## src/rtl/csr_if.sv

```systemverilog
// CSR slave bus: word address, byte-enabled writes, strobed reads with a
// one-cycle read-data qualifier.
interface csr_if #(
  parameter int A_WIDTH  = 10,
  parameter int D_WIDTH  = 16,
  parameter int BE_WIDTH = 2
) ();
  logic [A_WIDTH-1:0]  addr;
  logic [BE_WIDTH-1:0] be;
  logic [D_WIDTH-1:0]  wr_data;
  logic                wr_en;
  logic                rd_en;
  logic [D_WIDTH-1:0]  rd_data;
  logic                rd_valid;

  modport master (
    output addr, be, wr_data, wr_en, rd_en,
    input  rd_data, rd_valid
  );

  modport slave (
    input  addr, be, wr_data, wr_en, rd_en,
    output rd_data, rd_valid
  );
endinterface

```

## src/rtl/csr_regfile.sv

```systemverilog
// Parametrised CSR register bank with per-register RW / RO / W1C / PULSE modes
// and a 1- or 2-cycle registered read path.
module csr_regfile #(
  parameter int                          A_WIDTH    = 10,
  parameter int                          D_WIDTH    = 16,
  parameter int                          BE_WIDTH   = 2,
  parameter int                          NUM_REGS   = 8,
  parameter logic [2*NUM_REGS-1:0]       REG_MODE   = {(2*NUM_REGS){1'b0}},
  parameter logic [NUM_REGS*D_WIDTH-1:0] RESET_VAL  = {(NUM_REGS*D_WIDTH){1'b0}},
  parameter int                          RD_LATENCY = 1
) (
  input  logic                         clk,
  input  logic                         rst,
  csr_if.slave                         bus,
  output logic [NUM_REGS*D_WIDTH-1:0]  regs_o,
  input  logic [NUM_REGS*D_WIDTH-1:0]  status_i,
  output logic [NUM_REGS-1:0]          pulse_o
);

  localparam logic [1:0] MODE_RW    = 2'd0;
  localparam logic [1:0] MODE_RO    = 2'd1;
  localparam logic [1:0] MODE_W1C   = 2'd2;
  localparam logic [1:0] MODE_PULSE = 2'd3;
  localparam int         IDX_W      = (NUM_REGS > 1) ? $clog2(NUM_REGS) : 1;

  if (D_WIDTH != 8 * BE_WIDTH) begin : g_bad_width
    $error("csr_regfile: D_WIDTH must equal 8*BE_WIDTH");
  end
  if ((RD_LATENCY != 1) && (RD_LATENCY != 2)) begin : g_bad_latency
    $error("csr_regfile: RD_LATENCY must be 1 or 2");
  end
  if (64'(NUM_REGS) > (64'd1 << A_WIDTH)) begin : g_bad_regs
    $error("csr_regfile: NUM_REGS exceeds the address space");
  end

  function automatic logic [D_WIDTH-1:0] lane_mask(input logic [BE_WIDTH-1:0] be_v);
    logic [D_WIDTH-1:0] m;
    m = {D_WIDTH{1'b0}};
    for (int k = 0; k < BE_WIDTH; k++) begin
      m[8*k +: 8] = {8{be_v[k]}};
    end
    return m;
  endfunction

  function automatic logic [1:0] mode_of(input int idx);
    return REG_MODE[2*idx +: 2];
  endfunction

  // RO registers have no storage; PULSE registers idle at zero.
  function automatic logic [D_WIDTH-1:0] reset_of(input int idx);
    logic [D_WIDTH-1:0] v;
    if ((mode_of(idx) == MODE_RW) || (mode_of(idx) == MODE_W1C)) begin
      v = RESET_VAL[idx*D_WIDTH +: D_WIDTH];
    end else begin
      v = {D_WIDTH{1'b0}};
    end
    return v;
  endfunction

  logic [D_WIDTH-1:0]  reg_r       [NUM_REGS];
  logic [D_WIDTH-1:0]  reg_nxt_s   [NUM_REGS];
  logic [D_WIDTH-1:0]  rd_word_s   [NUM_REGS];
  logic [D_WIDTH-1:0]  wr_bits_s   [NUM_REGS];
  logic [D_WIDTH-1:0]  wr_mask_s   [NUM_REGS];
  logic [NUM_REGS-1:0] wr_hit_s;
  logic [NUM_REGS-1:0] pulse_r;
  logic [NUM_REGS-1:0] pulse_nxt_s;
  logic [D_WIDTH-1:0]  be_mask_s;
  logic [D_WIDTH-1:0]  rd_mux_s;
  logic                rd_v1_r;
  logic [D_WIDTH-1:0]  rd_d1_r;

  // Per-register next state and read word; reads see pre-write contents.
  always_comb begin
    be_mask_s = lane_mask(bus.be);
    for (int i = 0; i < NUM_REGS; i++) begin
      wr_hit_s[i]    = bus.wr_en && (bus.addr == A_WIDTH'(i));
      wr_mask_s[i]   = wr_hit_s[i] ? be_mask_s : {D_WIDTH{1'b0}};
      wr_bits_s[i]   = bus.wr_data & wr_mask_s[i];
      reg_nxt_s[i]   = reg_r[i];
      pulse_nxt_s[i] = 1'b0;
      rd_word_s[i]   = {D_WIDTH{1'b0}};
      case (mode_of(i))
        MODE_RW: begin
          reg_nxt_s[i] = (reg_r[i] & ~wr_mask_s[i]) | wr_bits_s[i];
          rd_word_s[i] = reg_r[i];
        end
        MODE_RO: begin
          reg_nxt_s[i] = {D_WIDTH{1'b0}};
          rd_word_s[i] = status_i[i*D_WIDTH +: D_WIDTH];
        end
        MODE_W1C: begin
          // OR-ing the set after the clear makes a same-cycle set win.
          reg_nxt_s[i] = (reg_r[i] & ~wr_bits_s[i]) | status_i[i*D_WIDTH +: D_WIDTH];
          rd_word_s[i] = reg_r[i];
        end
        MODE_PULSE: begin
          reg_nxt_s[i]   = wr_bits_s[i];
          pulse_nxt_s[i] = wr_hit_s[i];
        end
        default: begin
          reg_nxt_s[i] = reg_r[i];
        end
      endcase
    end
  end

  // Register storage and pulse strobes.
  always_ff @(posedge clk or posedge rst) begin
    if (rst) begin
      for (int i = 0; i < NUM_REGS; i++) begin
        reg_r[i] <= reset_of(i);
      end
      pulse_r <= {NUM_REGS{1'b0}};
    end else begin
      for (int i = 0; i < NUM_REGS; i++) begin
        reg_r[i] <= reg_nxt_s[i];
      end
      pulse_r <= pulse_nxt_s;
    end
  end

  for (genvar g = 0; g < NUM_REGS; g++) begin : g_regs_o
    assign regs_o[g*D_WIDTH +: D_WIDTH] = reg_r[g];
  end
  assign pulse_o = pulse_r;

  // Read address decode; out-of-range addresses read as zero.
  always_comb begin
    if ({1'b0, bus.addr} < (A_WIDTH + 1)'(NUM_REGS)) begin
      rd_mux_s = rd_word_s[bus.addr[IDX_W-1:0]];
    end else begin
      rd_mux_s = {D_WIDTH{1'b0}};
    end
  end

  // First read stage: data only moves on a read so it holds between reads.
  always_ff @(posedge clk or posedge rst) begin
    if (rst) begin
      rd_v1_r <= 1'b0;
      rd_d1_r <= {D_WIDTH{1'b0}};
    end else begin
      rd_v1_r <= bus.rd_en;
      if (bus.rd_en) begin
        rd_d1_r <= rd_mux_s;
      end else begin
        rd_d1_r <= rd_d1_r;
      end
    end
  end

  if (RD_LATENCY == 2) begin : g_lat2
    logic               rd_v2_r;
    logic [D_WIDTH-1:0] rd_d2_r;

    // Extra read stage for timing; follows stage 1 one cycle later.
    always_ff @(posedge clk or posedge rst) begin
      if (rst) begin
        rd_v2_r <= 1'b0;
        rd_d2_r <= {D_WIDTH{1'b0}};
      end else begin
        rd_v2_r <= rd_v1_r;
        if (rd_v1_r) begin
          rd_d2_r <= rd_d1_r;
        end else begin
          rd_d2_r <= rd_d2_r;
        end
      end
    end

    assign bus.rd_valid = rd_v2_r;
    assign bus.rd_data  = rd_d2_r;
  end else begin : g_lat1
    assign bus.rd_valid = rd_v1_r;
    assign bus.rd_data  = rd_d1_r;
  end

endmodule

```

## src/flat_wrapper.sv

```systemverilog
// flat-port wrapper written by rule: the top's interface ports become plain ports
module csr_regfile_flat 
#(
  parameter int                          A_WIDTH    = 10,
  parameter int                          D_WIDTH    = 16,
  parameter int                          BE_WIDTH   = 2,
  parameter int                          NUM_REGS   = 8,
  parameter logic [2*NUM_REGS-1:0]       REG_MODE   = {(2*NUM_REGS){1'b0}},
  parameter logic [NUM_REGS*D_WIDTH-1:0] RESET_VAL  = {(NUM_REGS*D_WIDTH){1'b0}},
  parameter int                          RD_LATENCY = 1
)
  (clk, rst, regs_o, status_i, pulse_o, bus_addr, bus_be, bus_wr_data, bus_wr_en, bus_rd_en, bus_rd_data, bus_rd_valid);
  csr_if #(.A_WIDTH(A_WIDTH), .D_WIDTH(D_WIDTH), .BE_WIDTH(BE_WIDTH)) bus_i ();
  input  logic clk;
  input  logic rst;
  output logic [NUM_REGS*D_WIDTH-1:0] regs_o;
  input  logic [NUM_REGS*D_WIDTH-1:0] status_i;
  output logic [NUM_REGS-1:0] pulse_o;
  input wire logic [$bits(bus_i.addr)-1:0] bus_addr;
  input wire logic [$bits(bus_i.be)-1:0] bus_be;
  input wire logic [$bits(bus_i.wr_data)-1:0] bus_wr_data;
  input wire logic [$bits(bus_i.wr_en)-1:0] bus_wr_en;
  input wire logic [$bits(bus_i.rd_en)-1:0] bus_rd_en;
  output wire logic [$bits(bus_i.rd_data)-1:0] bus_rd_data;
  output wire logic [$bits(bus_i.rd_valid)-1:0] bus_rd_valid;
  assign bus_i.addr = bus_addr;
  assign bus_i.be = bus_be;
  assign bus_i.wr_data = bus_wr_data;
  assign bus_i.wr_en = bus_wr_en;
  assign bus_i.rd_en = bus_rd_en;
  assign bus_rd_data = bus_i.rd_data;
  assign bus_rd_valid = bus_i.rd_valid;
  csr_regfile #(.A_WIDTH(A_WIDTH), .D_WIDTH(D_WIDTH), .BE_WIDTH(BE_WIDTH), .NUM_REGS(NUM_REGS), .REG_MODE(REG_MODE), .RESET_VAL(RESET_VAL), .RD_LATENCY(RD_LATENCY)) u_core (.clk(clk), .rst(rst), .bus(bus_i), .regs_o(regs_o), .status_i(status_i), .pulse_o(pulse_o));
endmodule
```

## config.mk

```make
export PLATFORM = sky130hd
export DESIGN_NAME = csr_regfile_flat
export DESIGN_NICKNAME = d
export VERILOG_FILES = /design/src/rtl/csr_if.sv /design/src/rtl/csr_regfile.sv /design/src/flat_wrapper.sv
export SDC_FILE = /design/constraint.sdc
export NUM_CORES = 1
export LEC_CHECK = 0
export CAP_MARGIN = 20
export CORE_UTILIZATION = 44
export CTS_BUF_LIST = sky130_fd_sc_hd__clkbuf_8 sky130_fd_sc_hd__clkbuf_16
export DETAILED_ROUTE_END_ITERATION = 10
export PLACE_DENSITY = 0.86
export SLEW_MARGIN = 20
export SYNTH_ARGS = -nofsm -noshare
export SYNTH_HDL_FRONTEND = slang
export SYNTH_SLANG_ARGS = --single-unit
```

## constraint.sdc

```tcl
create_clock -name clk -period 11.9 [get_ports clk]
set_clock_uncertainty 0.1 [all_clocks]
set_input_delay 2.38 -clock clk [delete_from_list [all_inputs] [get_ports clk]]
set_output_delay 2.38 -clock clk [all_outputs]
set_load 0.02 [all_outputs]
```

; ---- Word-level counts from Yosys, hierarchy flattened
; Index checks and enable logic that the tools add are counted.
[totals]
ff_bits = 145
in_bits = 160
output_inout_bits = 153
[op_classes]
magnitude_cmp = 2
n_eq_ne = 7
muxes = 12
n_bitwise = 33
n_reduce_logical = 9
[ops]
columns = operator, n
row1 = 16-bit bitwise AND, 16
row2 = 16-bit two-way mux, 11
row3 = 16-bit inverter, 8
row4 = 16-bit OR, 8
row5 = 16-bit binary-select mux with 3-bit select, 1
row6 = "10-bit by 3-bit == test with 1-bit output, second input constant", 4
row7 = "10-bit by 2-bit == test with 1-bit output, second input constant", 2
row8 = "10-bit by 1-bit == test with 1-bit output, second input constant", 1
row9 = 10-bit logical NOT, 1
row10 = "10-bit by 4-bit < comparator with 1-bit output, second input constant", 1
row11 = 1-bit logical AND, 8
row12 = "4-bit >= comparator, second input constant", 1
row13 = 3-bit inverter with 4-bit output, 1

; ---- Depth between registers and ports, before layout
; Gate-level depths: netlist (run 1).
[depth]
depth_word = 6
mapped_depth = 6
depth_no_buf = 4

; ---- Worst setup path after synthesis (run 1)
; Ideal clock, no wire load.
[synth_timing]
path_type = input to register
startpoint = input bus_addr[7]
endpoint = register with a tool-made name
setup_time_ps = 125
t_arrival_ps = 3751
required_ps = 11675
setup_slack_ps = 7924
cell_stages = 5
path_cell_list = nor3_4 > nand4b_4 > or4b_1 > buf_6 > mux2_4
[synth_lines]
columns = item, line
row1 = start: declaration, flat_wrapper.sv:19  ; input wire logic [$bits(bus_i.addr)-1:0] bus_addr;

==> metrics.sh, run 1 <==
RESULT_OF_THE_RUN='finished clean'
NETLIST_AREA_PRE_PLACE_MM2=0.00655
CRIT_PATH_START='bus_addr[7]'
CRITPATHMAXSTAGEDELAY_PS=910
VIAS_PER_CELL=5.50
LARGEST_NET_DEGREE_AT_THE_START_OF_GLOBAL_ROUTING=77
WORST_SETUP_HOLD_PATH_CLK_SLEW_PS=60
VDD.IR_DROP.WORST_uV=91.7
LAYOUTNONFILLERINSTCOUNT=788
NFILLCELLS=1093
COUNT_OF_H_TREE_LEVELS_BUILT_DURING_CTS=4
LAYOUT.NETS=752
DRC=0
MIN-DELAY-PATH-CLASS='flop to flop'
CORE_REGION_AREA_MM2=0.0145
DIE_W_UM=124
DRV.MAX_CAP_VIOLATION_COUNT=0
HPWLAFTERDP_MM=11.6
CTS_MAX_PATH_BUFFERS=2
NETLIST.TOP_CELL.BY_AREA='sky130_fd_sc_hd__dfrtp_1'
WORST_R2R_END='u_core.bus.rd_data[12]'
FINALHOLDVIOLATIONS=0
WORSTPATHCELLLIST='clkdlybuf4s50_1 > nor3_4 > nand4b_1 > nor4b_4 > mux2_2'
CLKLATENCYLATEPIN_PS=420
REG2REGPATHDEPTH=3
R2R_SLACK_PS=10470
CTS_SETUP_BUFFERS=0
SYNTH_COMMONEST_CELLS='145 x sky130_fd_sc_hd__dfrtp_1, 119 x sky130_fd_sc_hd__mux2_2, 32 x sky130_fd_sc_hd__mux4_2'
CTS_TREE='yes'
CRIT_PATH_TOP_DELAY_CELL='sky130_fd_sc_hd__nor4b_4'
PLACED_CELLS_INCL_TAPS=756
AREA_GROWTH_SYN_TO_LAYOUT_PCT=38.1
FINAL_PERIOD_MINUS_WORST_SETUP_SLACK_PS=4760
DIE_H_UM=124
CTS_HOLD_BUF=0
NUMBER_OF_ENABLE_TYPE_REGISTER_CELLS_IN_THE_SYNTHESIZED_NETLIST=0
CLOCK_SINKS=145
POWER.DENSITY_mW_PER_MM2=120
VIA_COUNT=4337
YOSYSUNIQUECELLTYPES=28
TIMING.HOLD.WORST_PATH_DEPTH=1
DRT_ITER0_MARKERS=162
GRT_PASS1_VIAS=4578
ROUTE.ANTENNA.REMAINING_NETS=0
FIN_TNS_SETUP_PS=0
WORST_SLEW_PIN_SLEW_PS=1110
GRT_FIRST_PASS_WIRELENGTH_MM=26.1
SLEW-LIMIT-HEADROOM_PCT=25.8
DRIVE_ABOVE_1_SHARE_PCT=35.4
WORSTPATHMAXFANOUT=8
POSTSYNTH.TOPFLOPCELL='sky130_fd_sc_hd__dfrtp_1'
POSTSYNTH.ASYNCRESETSHARE_PCT=100
ANTENNA_CELLS=0
CRIT_REQUIRED_PS=12100
PLACE_CONGESTION=0.801
SYNTH.MOST_COMMON_CELL='sky130_fd_sc_hd__dfrtp_1'
SYNTH_TOP_AREA_SHARE_PCT=55.4
SYNTH_SEQUENTIAL_AREA_RATIO_PCT=55.4
GRT.OVERFLOW.TOTAL=0
IOPINCOUNT=313
CAPTURING_ELEMENT_TYPE_OF_THE_CRITICAL_PATH='flop'
MAXCLOCKFREQUENCY_MHz=210
DETAILED_ROUTE_WL_MM=17.2
PLACEMENT_ROWS=44
FIN_CRIT_SH_PCT=40.0
DETAIL_ROUTE.FIRST_PASS.ITERATIONS=6
FLOORPLAN.DIE_AREA_MM2=0.0154
WORST-ENDPOINT-ARRIVAL_PS=4960
PORT-BUFFER-COUNT=176
TOTAL_LEAKAGE_POWER_uW=0.00406
SLEW_VIOLS_FINAL=0
CRITICAL_PATH.STARTPOINT_TYPE='input port'
CRIT_TYPE='input port to flop'
AVGROUTEDWIREPERCELL_UM=21.8
SYNTH_AREA_PER_CELL_UM2=15.9
SYNTH_AREA_LEADERS='sky130_fd_sc_hd__dfrtp_1 55%, sky130_fd_sc_hd__mux2_2 20%, sky130_fd_sc_hd__mux4_2 11%'
RSZ_0062_RAISED_AFTER_GLOBAL_ROUTING='false'
ANTENNA_VIOLATIONS_BEFORE_REPAIR=0
STARTING_DENSITY_OF_THE_CORE_PCT=45.0
GRT_USAGE_PCT=23.7
YS.WARNINGS.COUNT=0
FINALSETUPVIOLCOUNT=0
POST_CTS_RESIZED=0
NUMCTSBUFFERS=17
CELL_AT_THE_ROOT_OF_THE_CLOCK_TREE='sky130_fd_sc_hd__clkbuf_16'
YS_SEQ_ELEMENTS=145
SYN_INST=412
[cells by family after synthesis]
family | count (synthesis) | synth area share [%]
buffers and inverters | 42 | 3.13
muxes | 176 | 35.9
DFF | 145 | 55.4
other | 1 | 0.0573
AOI/OAI and AO/OA | 16 | 1.53
and+or+nand+nor | 32 | 3.92
[worst max path at each step]
stage	slack [ps]	end
after floorplan	5530	asynchronous set/reset pin
after global placement	6790	flop
after detailed placement	6720	flop
after CTS	7160	flop
after global routing	7070	flop
final	7140	flop
[metal layers]
metal / track usage, % / up-vias / wire length [um]
met5: 0 / - / 0
met4: 9.08 / 0 / 332
met3: 6.73 / 29 / 1010
met2: 37.8 / 152 / 8670
met1: 30.6 / 2270 / 7190
li1: - / 1886 / -
[layout by cell type, fill, tap and decap left out, types with 5 or more instances in the layout]
cell type,n
sky130_fd_sc_hd__clkdlybuf4s50_1,173
sky130_fd_sc_hd__dfrtp_1,145
sky130_fd_sc_hd__mux2_2,119
sky130_fd_sc_hd__mux4_2,32
sky130_fd_sc_hd__clkbuf_16,17
sky130_fd_sc_hd__inv_1,16
sky130_fd_sc_hd__mux2i_1,16
sky130_fd_sc_hd__o22ai_1,16
sky130_fd_sc_hd__nor2_2,12
sky130_fd_sc_hd__mux2_4,8
sky130_fd_sc_hd__conb_1,8
sky130_fd_sc_hd__clkinv_2,5
[stage by stage]
stage / power [uW] / utilization [%] / worst slack (ps) / instance area, um^2 / hold slack [ps]
2_1_floorplan: 544 / - / 5530 / 6570 / 516
3_3_place_gp: 571 / 58.0 / 6790 / 8430 / 411
3_5_place_dp: 573 / 58.0 / 6720 / 8430 / 419
4_1_cts: 1100 / 62.0 / 7160 / 9020 / 432
5_1_grt: 1130 / 62.2 / 7070 / 9040 / 449
6_report: 1090 / 62.2 / 7140 / 9040 / 425
[where the power goes]
part / leakage (uW) / switching (uW) / total [uW] / internal, uW
Combinational: 0.00175 / 37.9 / 64.5 / 26.5
Sequential: 0.00202 / 3.04 / 500 / 497
Clock: 0.000290 / 196 / 524 / 328
Total: 0.00406 / 237 / 1090 / 851
[final cells by class]
type	count	area, um^2	area share (%)
repair buffers	179	1780	19.7
clock inverters	10	109	1.20
inverters	17	68.8	0.761
multi-input cells	232	2740	30.3
flip-flops and latches	145	3630	40.1
clock buffers	21	480	5.32
well taps	184	230	2.55
[critical path: cells and delay by family]
kind          cells  cell delay (ps)
simple gates      3             1700
buf+inv           1              450
mux               1              420
Power figures use the tool's default switching activity.
==> inputs of run 2 (changes only) <==
--- a/config.mk
+++ b/config.mk
@@ -6,10 +6,10 @@
 export NUM_CORES = 1
 export LEC_CHECK = 0
 export CAP_MARGIN = 20
-export CORE_UTILIZATION = 44
+export CORE_UTILIZATION = 37
 export CTS_BUF_LIST = sky130_fd_sc_hd__clkbuf_8 sky130_fd_sc_hd__clkbuf_16
 export DETAILED_ROUTE_END_ITERATION = 10
-export PLACE_DENSITY = 0.86
+export PLACE_DENSITY = 0.77
 export SLEW_MARGIN = 20
 export SYNTH_ARGS = -nofsm -noshare
 export SYNTH_HDL_FRONTEND = slang
==> constraint.sdc (replaced) <==
create_clock -name clk -period 4.3 [get_ports clk]
set_clock_uncertainty 0.1 [all_clocks]
set_input_delay 0.86 -clock clk [delete_from_list [all_inputs] [get_ports clk]]
set_output_delay 0.86 -clock clk [all_outputs]
set_load 0.02 [all_outputs]
==> metrics.sh, run 2 (synthesized netlist as in run 1, its figures left out) <==
PLACEMENT_ROWS=48
DIE_W_UM=135
CTS_SETUP_BUFFERS=0
TIMING.CRITICAL_PATH.BUF_INV=1
CELL_AT_THE_ROOT_OF_THE_CLOCK_TREE='sky130_fd_sc_hd__clkbuf_16'
FIN_TNS_SETUP_PS=0
PORT-BUFFER-COUNT=176
VIA_COUNT=4366
WORST_SLEW_PIN_SLEW_PS=823
GRT_USAGE_PCT=20.7
STARTING_DENSITY_OF_THE_CORE_PCT=37.8
CRIT_PATH_START='bus_addr[7]'
CTS_TREE='yes'
FIN_CRIT_SH_PCT=72.3
CTS_MAX_PATH_BUFFERS=2
CTS_HOLD_BUF=0
CRITICAL_PATH.STARTPOINT_TYPE='input port'
ANTENNA_VIOLATIONS_BEFORE_REPAIR=0
GRT.OVERFLOW.TOTAL=0
WORSTPATHCELLLIST='clkdlybuf4s50_1 > nor3_4 > nand4b_1 > nor2_2 > mux2_2'
ANTENNA_CELLS=0
DRIVE_ABOVE_1_SHARE_PCT=35.4
DRV.MAX_CAP_VIOLATION_COUNT=0
GRT_PASS1_VIAS=4581
FINALINSTANCEAREA_MM2=0.00912
DRT_ITER0_MARKERS=160
ROUTE.ANTENNA.REMAINING_NETS=0
LARGEST_NET_DEGREE_AT_THE_START_OF_GLOBAL_ROUTING=146
CRITICAL-PATH-TOP-DELAY-FAMILY='simple AND/OR/NAND/NOR gates'
PLACEMENT.CELL_AREA_MM2=0.00853
CLKLATENCYLATEPIN_PS=420
MIN-DELAY-PATH-CLASS='flop to flop'
AREA_GROWTH_SYN_TO_LAYOUT_PCT=39.3
RESULT_OF_THE_RUN='finished clean'
AVGROUTEDWIREPERCELL_UM=21.6
POWER.DENSITY_mW_PER_MM2=334
CLOCK_SINKS=145
COMMONEST_NON_FILL_NON_TAP_CELL_IN_THE_LAYOUT='sky130_fd_sc_hd__clkdlybuf4s50_1'
DETAIL_ROUTE.FIRST_PASS.ITERATIONS=4
MAXCLOCKFREQUENCY_MHz=322
WORSTPATHMAXFANOUT=8
CRIT_REQUIRED_PS=4500
COUNT_OF_H_TREE_LEVELS_BUILT_DURING_CTS=4
FINAL_PERIOD_MINUS_WORST_SETUP_SLACK_PS=3110
DETAILED_ROUTE_WL_MM=17.9
WORST-ENDPOINT-ARRIVAL_PS=3310
FLOORPLAN.DIE_AREA_MM2=0.0182
CRIT_TYPE='input port to flop'
CAPTURING_ELEMENT_TYPE_OF_THE_CRITICAL_PATH='flop'
FINALSETUPVIOLCOUNT=0
VIAS_PER_CELL=5.25
WORST_SETUP_HOLD_PATH_CLK_SLEW_PS=60
CRIT_PATH_TOP_DELAY_CELL='sky130_fd_sc_hd__nor2_2'
DRC=0
LAYOUT_COMMON_CELLS='173 x sky130_fd_sc_hd__clkdlybuf4s50_1, 145 x sky130_fd_sc_hd__dfrtp_1, 119 x sky130_fd_sc_hd__mux2_2'
FINALHOLDVIOLATIONS=0
POST_CTS_RESIZED=0
VDD.IR_DROP.WORST_uV=275
TOTAL_LEAKAGE_POWER_uW=0.00409
NUMCTSBUFFERS=17
PLACE_CONGESTION=0.759
IOPINCOUNT=313
CRITPATHMAXSTAGEDELAY_PS=770
CORE_REGION_AREA_MM2=0.0173
SLEW_VIOLS_FINAL=0
NFILLCELLS=1410
LAYOUT.NETS=756
RSZ_0062_RAISED_AFTER_GLOBAL_ROUTING='false'
P_TOTAL_uW=3040
DIE_H_UM=135
GRT_FIRST_PASS_WIRELENGTH_MM=27.3
HPWLAFTERDP_MM=11.9
SLEW-LIMIT-HEADROOM_PCT=45.2
-- run 2: cell count changes in the layout (fill, tap and decap cells not counted), sizes merged --
cell	before	now
clkbuf	21	23
clkinvlp	2	1
clkinv	6	3
inv	17	18
buf	6	10
-- run 2: power breakdown --
group          internal (uW)  leakage (uW)  total [uW]  switching, uW
registers               1380       0.00202        1380           8.30
clock network            933      0.000303        1480            546
logic                   74.3       0.00176         181            107
-- run 2: routing by layer --
layer  vias up  track usage, %  share of wire, %
met5         -               0                 0
met4         0            6.12               1.5
met3        20            5.07               5.6
met2       164            33.9                49
met1      2299            27.0                43
li1       1883               -                 -
-- run 2: area by class of cell --
class / instances / area [um^2] / share of cell area, %
inverters: 17 / 67.6 / 0.741
repair buffers: 183 / 1810 / 19.9
well taps: 225 / 282 / 3.09
clock buffers: 23 / 508 / 5.57
flip-flops and latches: 145 / 3630 / 39.8
clock inverters: 7 / 82.6 / 0.906
multi-input cells: 232 / 2740 / 30.0
-- run 2: stage by stage --
step / hold WS, ps / std cells / utilization, % / setup WS, ps
final: 427 / 832 / 52.7 / 1190
after global routing: 454 / 832 / 52.7 / 1070
after CTS: 433 / 832 / 52.7 / 1210
after detailed placement: 421 / 802 / 49.3 / 752
after global placement: 409 / 802 / 49.3 / 852
after floorplan: 516 / 419 / - / 1520
-- run 2: worst paths after layout --
check / cells after the start / endpoint / slack, ps
worst max register to register: 3 / u_core.bus.rd_data[5] / 2940
min in group asynchronous: 3 / asynchronous set/reset pin / 870
worst min-delay path: 1 / flop / 430
max in group asynchronous: 3 / asynchronous set/reset pin / 2570
worst min register to register: 1 / flop / 430
worst max-delay path: 5 / flop / 1190
==> RTL edit 1 (settings of run 2) <==
`A_WIDTH` is set to 10 in 3 places; all go to 8.
--- a/src/rtl/csr_if.sv
+++ b/src/rtl/csr_if.sv
@@ -1,7 +1,7 @@
 // CSR slave bus: word address, byte-enabled writes, strobed reads with a
 // one-cycle read-data qualifier.
 interface csr_if #(
-  parameter int A_WIDTH  = 10,
+  parameter int A_WIDTH  = 8,
   parameter int D_WIDTH  = 16,
   parameter int BE_WIDTH = 2
 ) ();
--- a/src/rtl/csr_regfile.sv
+++ b/src/rtl/csr_regfile.sv
@@ -1,7 +1,7 @@
 // Parametrised CSR register bank with per-register RW / RO / W1C / PULSE modes
 // and a 1- or 2-cycle registered read path.
 module csr_regfile #(
-  parameter int                          A_WIDTH    = 10,
+  parameter int                          A_WIDTH    = 8,
   parameter int                          D_WIDTH    = 16,
   parameter int                          BE_WIDTH   = 2,
   parameter int                          NUM_REGS   = 8,
--- a/src/flat_wrapper.sv
+++ b/src/flat_wrapper.sv
@@ -1,7 +1,7 @@
 // flat-port wrapper written by rule: the top's interface ports become plain ports
 module csr_regfile_flat 
 #(
-  parameter int                          A_WIDTH    = 10,
+  parameter int                          A_WIDTH    = 8,
   parameter int                          D_WIDTH    = 16,
   parameter int                          BE_WIDTH   = 2,
   parameter int                          NUM_REGS   = 8,
Ports: changed (resized bus_addr); port bits go from 313 to 311. No check against the original RTL was run, so the function may have changed too.
==> RTL edit 1 against run 2 <==
  * Fmax increased by 3.2%
  * Utilization decreased by 0.24 points
  * Power increased by 1.4%
  * Final area decreased by 0.11%
  * Cell count increased by 3.8%
  * Largest power group is now sequential cells
  * Die area increased by 0.98%
  * Combinational power increased by 82%
  * Sequential power increased by 4%
  * Synthesized area increased by 0.99%
  * Via count increased by 6.5%
  * Setup slack improved by 96 ps
  * Highest routed layer unchanged
  * Sequential cell count unchanged
  * Routed wire length increased by 5.9%
==> RTL edit 1: results (changes against run 2) <==
* Run status: finished clean
* PwrDens at 339 nW/um^2 (+1.5%)
* Area contributors post-synth: dfrtp_1, mux2_2, mux2i_1, a22oi_1, a32o_1
* EDFF count, synth at 0 (unchanged)
* Clock share of power at 0.430 (-0.056)
* Synth warn at 0 (unchanged)
* Top post-synthesis cells by count: dfrtp_1, mux2_2, mux2i_1, a22oi_1, a32o_1
* Placed cells at 833 (+3.9%)
* Total number of vias at 4649 (+6.5%)
* Highest net fanout along the worst path at 10 (+2)
* Layout cells sized above 1 at 0.297 (-0.0569)
* Syn avg cell area at 14.7 um^2 (-7.3%)
* Hold endpoint: u_core.bus.rd_data[14]
* Hold Path Origin: u_core.bus.rd_data[14]
* ANT cells at 0 (unchanged)
* VDD IR max at 276 uV (+0.32%)
* Average wire per standard cell at 22.0 um (+2.0%)
* HPWL Detailed at 12.8 mm (+8.0%)
* Pleak at 4.28 nW (+4.6%)
* Max clock buf depth at 2 (unchanged)
* GR Util All Layers at 0.214 (+0.00776)
* Buffers on Ports at 174 (-1.1%)
* FFs w/ async S/R, synth at 1.00 (unchanged)
* Register area share after synthesis at 0.549 (-0.00545)
* Worst Hold Class: reg -> reg
* Worst slew margin at 0.391 (-0.0608)
* Antenna viol nets, final at 0 (unchanged)
* Initial DRT Pass Iterations at 4 (unchanged)
* Worst R2R End: u_core.bus.rd_data[14]
* Internal power at 2.32 mW (-2.8%)
* Clk Latency, worst-skew pair at 410 ps
* Layout net count at 785 (+3.8%)
* Final GP Congestion at 0.802 (+5.6%)
* Library cells used by synthesis at 26 (-7.1%)
* Fillcell total at 1454 (+3.1%)
* CTS Buf Count at 17 (unchanged)
* Number of global-route vias before repair at 4794 (+4.6%)
* Initial DRC Count at 302 (+89%)
* Flop2flop setup slack at 2800 ps (-140 ps)
* CP Data Arrival Time at 3200 ps (-110 ps)
* Total wire length at 19.0 mm (+5.9%)
* Gate power share at 0.107 (+0.047)
* First-pass GRT wire length at 29.0 mm (+6.1%)
* Postcts setup bufs at 0 (unchanged)
[RTL edit 1: cell types whose count changed in the layout (fill, tap and decap cells not counted), moves of 4 or more]
cell	run 2	this run
nand3_2	0	10
a32o_1	0	16
a22oi_1	0	31
mux2_4	8	0
o22ai_1	16	0
nand2_1	4	0
inv_1	18	2
buf_4	6	11
nor2_2	12	0
mux2_2	119	128
mux2i_1	16	62
mux4_2	32	1
[RTL edit 1: cells by family after synthesis]
family | Yosys count | share of synthesized area
multiplexers | 191 | 0.315
flip-flops | 145 | 0.549
AO/OA/AOI/OAI | 47 | 0.0594
buffers and inverters | 35 | 0.0295
AND/OR/NAND/NOR | 30 | 0.0464
other | 1 | 0.000567
[RTL edit 1: final cells by class]
cell class / count / area [um^2] / area share
Timing Repair Buffer: 185 / 1830 / 0.201
Tap cell: 225 / 282 / 0.0309
Clock inverter: 11 / 67.6 / 0.00742
Multi-Input combinational cell: 276 / 2820 / 0.309
Clock buffer: 20 / 467 / 0.0512
Inverter: 2 / 11.3 / 0.00124
Sequential cell: 145 / 3630 / 0.398
[RTL edit 1: routing by layer]
metal,GRT usage,up-vias,wire length (um)
met4,0.0749,0,382
met1,0.293,2405,8480
met2,0.341,164,9100
met5,0,-,0
li1,-,2052,-
met3,0.0382,28,1050
[RTL edit 1: metrics by stage]
step	instance area [um^2]	hold slack [ps]	worst slack, ps	util
after global routing	9110	419	1270	0.525
after CTS	9110	409	1330	0.525
after detailed placement	8570	386	900	0.494
final	9110	401	1290	0.525
after global placement	8570	377	958	0.494
after floorplan	6640	508	1520	-
[RTL edit 1: critical path: stages]
cell	delay [ps]
clkdlybuf4s50_1	440
nor4_4	730
and4_1	750
mux2_2	410
==> RTL edit 2 (flow settings as in run 2) <==
Made on the original files. Reset style: synchronous (`rst`), changed in 3 clocked blocks.
--- a/src/rtl/csr_regfile.sv
+++ b/src/rtl/csr_regfile.sv
@@ -106,7 +106,7 @@
   end
 
   // Register storage and pulse strobes.
-  always_ff @(posedge clk or posedge rst) begin
+  always_ff @(posedge clk) begin
     if (rst) begin
       for (int i = 0; i < NUM_REGS; i++) begin
         reg_r[i] <= reset_of(i);
@@ -135,7 +135,7 @@
   end
 
   // First read stage: data only moves on a read so it holds between reads.
-  always_ff @(posedge clk or posedge rst) begin
+  always_ff @(posedge clk) begin
     if (rst) begin
       rd_v1_r <= 1'b0;
       rd_d1_r <= {D_WIDTH{1'b0}};
@@ -154,7 +154,7 @@
     logic [D_WIDTH-1:0] rd_d2_r;
 
     // Extra read stage for timing; follows stage 1 one cycle later.
-    always_ff @(posedge clk or posedge rst) begin
+    always_ff @(posedge clk) begin
       if (rst) begin
         rd_v2_r <= 1'b0;
         rd_d2_r <= {D_WIDTH{1'b0}};
Check against the original RTL: differs if rst is asserted again (counterexample within 4 cycles, from zero or initial values and one cycle with rst high); with rst held inactive, the same outputs for 10 cycles.
==> RTL edit 2 against run 2 <==
  * Final area is 2.3% lower
  * Routed wire length is 0.57% higher
  * Synthesized area is 1.7% lower
  * Setup slack better by 230 ps
  * Combinational power is 20% lower
  * Sequential cell count stayed put
  * Power is 0.88% higher
  * Via count is 11% higher
  * Largest cell class is now multi-input combinational cells
  * Highest routed layer unchanged
==> RTL edit 2: results (changes against run 2) <==
* Largest net degree at the start of global routing at 67 (-54%)
* Total wire length at 18.1 mm (+0.57%)
* Placed cells at 928 (+16%)
* ANT cells at 0 (unchanged)
* Buffers on Ports at 176 (unchanged)
* First-pass GRT wire length at 27.9 mm (+2.1%)
* Initial DRC Count at 336 (+110%)
* CTS Buf Count at 17 (unchanged)
* HPWL Detailed at 11.9 mm (+0.29%)
* Total number of vias at 4856 (+11%)
* Initial DRT Pass Iterations at 4 (unchanged)
* Layout cells sized above 1 at 0.135 (-0.219)
* GR Util All Layers at 0.206 (-0.000864)
* Max-cap violations at 0 (unchanged)
* Fillcell total at 1492 (+5.8%)
* Synth warn at 0 (unchanged)
* Highest net fanout along the worst path at 9 (+1)
* Clock slew at reported path FFs at 60 ps (about the same)
* Initial antenna violation count at 0 (unchanged)
* Internal power at 2.40 mW (+0.61%)
* Place WS at 962 ps (+210 ps)
* Layout net count at 887 (+17%)
* Area contributors post-synth: dfxtp_1, mux2i_1, mux4_2, nor2_1, nand3_4
* Max clock buf depth at 2 (unchanged)
* Hold Path Origin: u_core.bus.rd_data[0]
* Worst Tran Pin Value at 1030 ps (+210 ps)
* FFs w/ async S/R, synth at 0 (-1.00)
* VDD IR max at 256 uV (-7.0%)
* Clk Latency, worst-skew pair at 420 ps (about the same)
* Library cells used by synthesis at 32 (+14%)
* Worst Hold Class: reg -> reg
* H-Tree Depth at 4 (unchanged)
* CP Data Arrival Time at 3060 ps (-250 ps)
* Postcts setup bufs at 0 (unchanged)
* Gates resized, CTS repair at 0 (unchanged)
* Number of global-route vias before repair at 4740 (+3.5%)
* Run status: finished clean
* Top post-synthesis cells by count: dfxtp_1, mux2i_1, nor2_1, clkbuf_1, mux4_2
* Register area share after synthesis at 0.451 (-0.103)
* Vias/cell at 5.06 (-3.6%)
* Cells after Synth at 573 (+39%)
* CP startpoint: bus_addr[7]
* Root Buffer: clkbuf_16
* Pleak at 3.55 nW (-13%)
* Final GP Congestion at 0.752 (-0.88%)
==> RTL edit 2: critical path: stages <==
cell and delay (ps):
clkdlybuf4s50_1 470, or4_4 720, nor3_4 640, mux2i_1 300, nor2_1 60
==> RTL edit 2: worst paths after layout <==
| path | slack (ps) | cells past startpoint | to |
|---|---|---|---|
| hold reg to reg | 350 | 2 | u_core.bus.rd_data[0] |
| hold / removal | 350 | 2 | u_core.bus.rd_data[0] |
| setup / recovery | 1420 | 5 | flip-flop |
| setup reg to reg | 2870 | 3 | u_core.bus.rd_data[15] |
==> RTL edit 2: routing by layer <==
metal,wire length (um),GRT usage
met3,983,0.0488
met1,8180,0.270
met2,8650,0.332
met5,0,0
met4,235,0.0650
==> RTL edit 2: power by group through the flow <==
stage / registers [mW] / clock network (mW) / logic, mW
4_1_cts: 1.34 / 1.61 / 0.146
5_1_grt: 1.34 / 1.68 / 0.155
2_1_floorplan: 1.37 / 0 / 0.0955
3_3_place_gp: 1.37 / 0 / 0.145
6_report: 1.34 / 1.58 / 0.145
3_5_place_dp: 1.37 / 0 / 0.145
==> RTL edit 2: logic make-up (layout without fill, tap and decap cells) <==
kind of cell	after synthesis	in the layout	share of synthesized area
DFF	145	145	0.451
AOI/OAI and AO/OA	18	18	0.0154
other	1	8	0.000583
muxes	176	176	0.334
and+or+nand+nor	180	180	0.159
buffers and inverters	53	213	0.0393
==> RTL edit 2: stage by stage <==
| stage | utilization | hold slack, ps | cell area, um^2 |
|---|---|---|---|
| global placement | 0.494 | 336 | 8280 |
| CTS | 0.532 | 350 | 8910 |
| finish | 0.532 | 347 | 8910 |
| global route | 0.532 | 370 | 8910 |
| detailed placement | 0.494 | 342 | 8280 |
| floorplan | - | 425 | 6460 |
==> RTL edit 2: final cells by class <==
type	instances	area, um^2	area share
multi-input combinational	382	3320	0.372
sequential	145	2900	0.326
tap	220	275	0.0309
clock inverter	13	183	0.0205
clock buffer	19	453	0.0508
timing repair buffer	181	1780	0.200
